===== src/rtl/flash_word_reader.sv =====
// Parallel-NOR flash word reader: power-up reset/init, then toggle req/ack word reads.
// Optional sequential prefetch is enabled by defining FLASH_WORD_PREFETCH_EN.
module flash_word_reader #(
    parameter int unsigned ADDR_W         = 23,
    parameter int unsigned BYTES_PER_WORD = 2,
    parameter int unsigned RESET_CYCLES   = 28,
    parameter int unsigned INIT_CYCLES    = 3,
    parameter int unsigned READ_CYCLES    = 6,
    parameter int unsigned BIG_ENDIAN     = 1
) (
    input  logic                        iclk,
    input  logic                        ireset,
    input  logic [7:0]                  iFL_DQ,
    output logic [ADDR_W-1:0]           oFL_ADDR,
    output logic                        oFL_RST_N,
    output logic                        oFL_CE_N,
    output logic                        oFL_OE_N,
    output logic                        oFL_WE_N,
    output logic                        oFL_WP_N,
    input  logic [ADDR_W-1:0]           ifl_addr,
    input  logic                        ifl_req,
    output logic                        ofl_ack,
    output logic [8*BYTES_PER_WORD-1:0] ofl_dout,
    output logic                        ofl_ready,
    output logic                        ofl_hit
);
    localparam int unsigned WORD_W  = 8 * BYTES_PER_WORD;
    localparam int unsigned MAX_RI  = (RESET_CYCLES > INIT_CYCLES) ? RESET_CYCLES : INIT_CYCLES;
    localparam int unsigned MAX_CYC = (MAX_RI > READ_CYCLES) ? MAX_RI : READ_CYCLES;
    localparam int unsigned CNT_W   = $clog2(MAX_CYC + 1);
    localparam int unsigned IDX_W   = (BYTES_PER_WORD > 1) ? $clog2(BYTES_PER_WORD) : 1;

    typedef enum logic [2:0] {
        S_RESET, S_INIT, S_IDLE, S_ACCESS, S_WAIT, S_NEXT, S_HIT
    } state_t;

    state_t              state, state_d;
    logic [CNT_W-1:0]    cnt, cnt_d;
    logic [IDX_W-1:0]    byte_idx, byte_idx_d;
    logic [ADDR_W-1:0]   lat_addr, lat_addr_d;
    logic [WORD_W-1:0]   asm_word, asm_d, asm_next;
    logic [ADDR_W-1:0]   fl_addr_d;
    logic                rst_n_d, ce_n_d, oe_n_d, ack_d, ready_d, hit_d;
    logic [WORD_W-1:0]   dout_d;
    logic                pending;
    logic                last_sample;

`ifdef FLASH_WORD_PREFETCH_EN
    logic                pf_active, pf_active_d;
    logic                pf_claim, pf_claim_d;
    logic                pf_valid, pf_valid_d;
    logic [ADDR_W-1:0]   pf_addr, pf_addr_d;
    logic [WORD_W-1:0]   pf_data, pf_data_d;
    logic                in_flight, pf_match, claimed;
`endif

    assign oFL_WE_N = 1'b1;
    assign oFL_WP_N = 1'b1;

    // Next-state and next-register computation
    always_comb begin
        state_d     = state;
        cnt_d       = cnt;
        byte_idx_d  = byte_idx;
        lat_addr_d  = lat_addr;
        asm_d       = asm_word;
        fl_addr_d   = oFL_ADDR;
        rst_n_d     = oFL_RST_N;
        ce_n_d      = oFL_CE_N;
        oe_n_d      = oFL_OE_N;
        ack_d       = ofl_ack;
        dout_d      = ofl_dout;
        ready_d     = ofl_ready;
        hit_d       = 1'b0;
        pending     = (ifl_req != ofl_ack);
        last_sample = (cnt == CNT_W'(READ_CYCLES - 1)) &&
                      (byte_idx == IDX_W'(BYTES_PER_WORD - 1));
        asm_next    = (BIG_ENDIAN != 0)
                    ? ((asm_word << 8) | WORD_W'(iFL_DQ))
                    : ((asm_word >> 8) | (WORD_W'(iFL_DQ) << (WORD_W - 8)));
`ifdef FLASH_WORD_PREFETCH_EN
        pf_active_d = pf_active;
        pf_valid_d  = pf_valid;
        pf_addr_d   = pf_addr;
        pf_data_d   = pf_data;
        in_flight   = (state == S_ACCESS) || (state == S_WAIT) || (state == S_NEXT);
        pf_match    = pending && pf_active && (ifl_addr == lat_addr);
        claimed     = pf_claim || pf_match;
        pf_claim_d  = pf_claim || (in_flight && pf_match);
`endif

        // Requests seen before init completes are acknowledged and dropped
        if (!ofl_ready) begin
            ack_d = ifl_req;
        end

        case (state)
            S_RESET: begin
                rst_n_d = 1'b0;
                ce_n_d  = 1'b1;
                oe_n_d  = 1'b1;
                if (cnt == CNT_W'(RESET_CYCLES - 1)) begin
                    cnt_d   = '0;
                    rst_n_d = 1'b1;
                    state_d = S_INIT;
                end else begin
                    cnt_d = cnt + CNT_W'(1);
                end
            end
            S_INIT: begin
                if (cnt == CNT_W'(INIT_CYCLES - 1)) begin
                    cnt_d   = '0;
                    ready_d = 1'b1;
                    state_d = S_IDLE;
                end else begin
                    cnt_d = cnt + CNT_W'(1);
                end
            end
            S_IDLE: begin
`ifdef FLASH_WORD_PREFETCH_EN
                if (pending) begin
                    if (pf_valid && (ifl_addr == pf_addr)) begin
                        state_d = S_HIT;
                    end else begin
                        lat_addr_d  = ifl_addr;
                        pf_valid_d  = 1'b0;
                        pf_active_d = 1'b0;
                        state_d     = S_ACCESS;
                    end
                end
`else
                ce_n_d = 1'b1;
                oe_n_d = 1'b1;
                if (pending) begin
                    lat_addr_d = ifl_addr;
                    state_d    = S_ACCESS;
                end
`endif
            end
            S_ACCESS: begin
                fl_addr_d  = lat_addr;
                ce_n_d     = 1'b0;
                oe_n_d     = 1'b0;
                cnt_d      = '0;
                byte_idx_d = '0;
                state_d    = S_WAIT;
            end
            S_WAIT: begin
                if (cnt == CNT_W'(READ_CYCLES - 1)) begin
                    asm_d = asm_next;
                    cnt_d = '0;
                    if (last_sample) begin
`ifdef FLASH_WORD_PREFETCH_EN
                        if (pf_active && !claimed) begin
                            pf_valid_d  = 1'b1;
                            pf_data_d   = asm_next;
                            pf_addr_d   = lat_addr;
                            pf_active_d = 1'b0;
                            state_d     = S_IDLE;
                        end else begin
                            dout_d      = asm_next;
                            ack_d       = ifl_req;
                            hit_d       = claimed;
                            pf_claim_d  = 1'b0;
                            pf_active_d = 1'b1;
                            lat_addr_d  = lat_addr + ADDR_W'(BYTES_PER_WORD);
                            state_d     = S_ACCESS;
                        end
`else
                        dout_d  = asm_next;
                        ack_d   = ifl_req;
                        ce_n_d  = 1'b1;
                        oe_n_d  = 1'b1;
                        state_d = S_IDLE;
`endif
                    end else begin
                        byte_idx_d = byte_idx + IDX_W'(1);
                        state_d    = S_NEXT;
                    end
                end else begin
                    cnt_d = cnt + CNT_W'(1);
                end
            end
            S_NEXT: begin
                fl_addr_d = oFL_ADDR + ADDR_W'(1);
                state_d   = S_WAIT;
            end
`ifdef FLASH_WORD_PREFETCH_EN
            S_HIT: begin
                dout_d      = pf_data;
                ack_d       = ifl_req;
                hit_d       = 1'b1;
                pf_valid_d  = 1'b0;
                pf_claim_d  = 1'b0;
                pf_active_d = 1'b1;
                lat_addr_d  = pf_addr + ADDR_W'(BYTES_PER_WORD);
                state_d     = S_ACCESS;
            end
`endif
            default: begin
                state_d = S_RESET;
            end
        endcase

`ifdef FLASH_WORD_PREFETCH_EN
        // A request for a different word aborts the in-flight prefetch
        if (in_flight && pf_active && !pf_claim && pending && !pf_match) begin
            lat_addr_d  = ifl_addr;
            pf_active_d = 1'b0;
            pf_claim_d  = 1'b0;
            pf_valid_d  = 1'b0;
            state_d     = S_ACCESS;
        end
`endif
    end

    // FSM state register
    always_ff @(posedge iclk or posedge ireset) begin
        if (ireset) begin
            state <= S_RESET;
        end else begin
            state <= state_d;
        end
    end

    // Datapath and output registers
    always_ff @(posedge iclk or posedge ireset) begin
        if (ireset) begin
            cnt       <= '0;
            byte_idx  <= '0;
            lat_addr  <= '0;
            asm_word  <= '0;
            oFL_ADDR  <= '0;
            oFL_RST_N <= 1'b0;
            oFL_CE_N  <= 1'b1;
            oFL_OE_N  <= 1'b1;
            ofl_ack   <= 1'b0;
            ofl_dout  <= '0;
            ofl_ready <= 1'b0;
            ofl_hit   <= 1'b0;
`ifdef FLASH_WORD_PREFETCH_EN
            pf_active <= 1'b0;
            pf_claim  <= 1'b0;
            pf_valid  <= 1'b0;
            pf_addr   <= '0;
            pf_data   <= '0;
`endif
        end else begin
            cnt       <= cnt_d;
            byte_idx  <= byte_idx_d;
            lat_addr  <= lat_addr_d;
            asm_word  <= asm_d;
            oFL_ADDR  <= fl_addr_d;
            oFL_RST_N <= rst_n_d;
            oFL_CE_N  <= ce_n_d;
            oFL_OE_N  <= oe_n_d;
            ofl_ack   <= ack_d;
            ofl_dout  <= dout_d;
            ofl_ready <= ready_d;
            ofl_hit   <= hit_d;
`ifdef FLASH_WORD_PREFETCH_EN
            pf_active <= pf_active_d;
            pf_claim  <= pf_claim_d;
            pf_valid  <= pf_valid_d;
            pf_addr   <= pf_addr_d;
            pf_data   <= pf_data_d;
`endif
        end
    end

endmodule


===== config.mk =====
export PLATFORM = sky130hd
export DESIGN_NAME = flash_word_reader
export DESIGN_NICKNAME = d
export VERILOG_FILES = /design/src/rtl/flash_word_reader.sv
export SDC_FILE = /design/constraint.sdc
export NUM_CORES = 1
export LEC_CHECK = 0
export CAP_MARGIN = 20
export CORE_MARGIN = 2
export CORE_UTILIZATION = 53
export CTS_BUF_LIST = sky130_fd_sc_hd__clkbuf_8
export DETAILED_ROUTE_END_ITERATION = 12
export PLACE_DENSITY = 0.82
export SLEW_MARGIN = 20
export SYNTH_ARGS = -nofsm -noshare
export SYNTH_HDL_FRONTEND = slang
export SYNTH_SLANG_ARGS = --single-unit

===== constraint.sdc =====
create_clock -name iclk -period 2.9 [get_ports iclk]
set_clock_uncertainty 0.05 [all_clocks]
set_input_delay 0.435 -clock iclk [delete_from_list [all_inputs] [get_ports iclk]]
set_output_delay 0.435 -clock iclk [all_outputs]
set_load 0.01 [all_outputs]

==> metrics <==
clock buffer depth=2; DRC=0; Min Clock Period, post-route=2.312 ns; depth of the CTS H-tree=3; I/O Buffers=77; post-synthesis cell type count=60; ANT cells=0; Max rail drop VDD=0.4989 mV; Sink Count=83; die width=90.48 um; Root Buffer=clkbuf_8; Pleak=2.132 nW; cell area after layout=5044 um^2; Crit Path Category=reg2reg; latest clock arrival within the worst-skew pair=0.36 ns; most common cell after layout, fill and taps aside=dfrtp_1; fin nets=465; Arr. time, crit path=2.50 ns; RSZ-0062 raised after global routing=no; postcts setup bufs=0; row count=31; XOR/XNOR Fraction of Synth Area=0.4419%; Post-Synth Simple-Gate Area=15.56%; Syn Area/Cell=11.23 um^2; post-synthesis compound-gate area fraction=11.84%; placed cell count=515; synth warn=0; post-route insts no fill=531; Slew Limit Fails=0; status=complete, no violations; TritonCTS clock tree=built; flops & latches, synth=83; Req. time, crit path=3.09 ns; first-pass GRT wire length=14.62 mm; Core ar.=7253 um^2; Rel. slew slack=45.96%; largest family of logic cells by synthesized area=simple AND/OR/NAND/NOR gates; number of flops mapped to enable cells by yosys=0; Tcrit/Tclk final=79.72%; initial DRC count=285; DRT Pass-1 Iters=4; ratio of cells with drive above 1 in the final layout=20.60%; Netlist Area Pre-Place=3964 um^2; post-synthesis sequential area ratio=52.43%; Total GRT Usage=22.17%; pin count of the biggest net entering global routing=61; CTS buffer count=9; Critical Path Sink Type=register; CP max stage delay=0.78 ns; TNS Setup=0 ns; CP top delay family=simple AND/OR/NAND/NOR gates; Hold-fix buffers, CTS=0; worst slew pin tran=0.8106 ns; Hold Vio Cnt, Final=0; Synth area leaders=dfrtp_1 52%, mux2_2 14%, nand2_1 2.3%; DP HPWL=6.020 mm; Cells after Synth=353; average via count per standard cell=5.831; post-cts resize count=0; final setup fails=0; fraction of registers with async set/reset=100.0%; Initial Utilization=54.65%; routability cong.=0.8467; CP Max Fanout=21; Routed Wire Length=8.757 mm; Critical-path top delay cell=and3b_1; synthesized-area fraction occupied by adder cells=1.263%; Max Fclk=432.6 MHz; area leader, netlist=dfrtp_1; initial antenna violation count=0; HP Class=in2async; crit-path cells=and3b_1, nor2_1, a221oi_1, nand2_1; routed length per instance=16.49 um; die area=8187 um^2; vias=3096; dpl cell area=4835 um^2; vias in the first global route=2925; most frequent cells in the layout=82 x dfrtp_1, 77 x clkdlybuf4s50_1, 49 x mux2_2, 24 x nor2_1, 24 x nand2_1; share of the synthesized area in the top cell type=51.77%; Area growth syn-to-layout=27.24%; grt ovf=0; max cap viols=0; antenna-violating nets left=0; clock slew at reported path FFs=0.09 ns; die height=90.48 um; Startpoint Class=register; Pwr Density=923.0 nW/um^2; post-synthesis mux area share=14.68%; WP buf/inv=0; I/O pins=81; Main synth FF type=dfrtp_1
==> sequential cells by signal (all words and copies together) (netlist names) <==
| signal | cells |
|---|---|
| asm_word | 8 |
| byte_idx | 1 |
| cnt | 5 |
| lat_addr | 23 |
| oFL_ADDR | 23 |
| oFL_OE_N | 1 |
| oFL_RST_N | 1 |
| ofl_ack | 1 |
| ofl_dout | 16 |
| ofl_ready | 1 |
| state | 3 |
==> synthesized netlist by cell type (3+ instances only) <==
master	instances
dfrtp_1	82
mux2_2	49
nand2_1	24
nor2_1	24
clkbuf_1	13
nand3_1	12
nor3_1	10
o21ai_0	10
a211oi_1	9
a21oi_1	8
a311oi_1	8
nand4_1	8
inv_1	7
buf_2	4
buf_4	4
ha_1	4
nor4_1	4
o22ai_1	4
or2_2	4
a22oi_1	3
and3_1	3
mux2i_1	3
o211ai_1	3
or3_1	3
or4_1	3
==> path summary, 6_finish.rpt <==
path	from	endpoint	slack (ns)	depth (start not counted)
worst max register to register	state[1]$_DFFE_PP0P_	oFL_ADDR[19]$_DFFE_PP0P_	0.59	4
worst max-delay path	state[1]$_DFFE_PP0P_	oFL_ADDR[19]$_DFFE_PP0P_	0.59	4
min in group iclk	lat_addr[18]$_DFFE_PP0P_	oFL_ADDR[18]$_DFFE_PP0P_	0.44	2
worst min register to register	lat_addr[18]$_DFFE_PP0P_	oFL_ADDR[18]$_DFFE_PP0P_	0.44	2
worst min-delay path	ireset	oFL_ADDR[9]$_DFFE_PP0P_	0.33	2
max in group asynchronous	ireset	oFL_OE_N$_DFFE_PP1P_	1.79	3
==> final cells by class <==
type,count,area [um^2]
fill,538,2210
multi-input combinational,239,1747
timing repair buffer,87,858.3
sequential,83,2078
inverter,7,27.53
tap,99,123.9
clock buffer,10,137.6
clock inverter,6,71.32
==> where the power goes <==
part | total (mW) | leakage [nW] | internal (mW) | switching, mW
registers | 2.11 | 1.01 | 1.61 | 0.495
clock network | 0.866 | 0.0995 | 0.429 | 0.438
logic | 1.68 | 1.02 | 0.933 | 0.747
==> cell families (layout without fill, tap and decap cells) <==
| family | Yosys count | after routing |
|---|---|---|
| flops | 83 | 83 |
| fa+ha+maj | 4 | 4 |
| buf+inv | 32 | 110 |
| xor+xnor | 2 | 2 |
| other cells | 2 | 3 |
| simple gates | 114 | 114 |
| compound gates | 64 | 64 |
| mux | 52 | 52 |
==> per-stage QoR <==
| step | setup WS [ns] | hold slack [ns] | utilization, % | power (mW) |
|---|---|---|---|---|
| final | 0.5882 | 0.3325 | 69.54 | 4.655 |
| after global routing | 0.3956 | 0.3902 | 69.54 | 4.958 |
| after CTS | 0.6188 | 0.3376 | 69.54 | 4.676 |
| after detailed placement | 0.6488 | 0.4229 | 66.66 | 3.795 |
| after global placement | 0.7309 | 0.4131 | 66.66 | 3.698 |
| after floorplan | 0.2799 | 0.3933 | - | 3.077 |
==> routing by layer <==
layer,track usage [%],wire [um]
met1,31.53,3957
met2,33.71,4239
met3,4.174,488
met4,8.974,73
met5,0,0
Note: power is estimated with default switching activity, not from simulation.
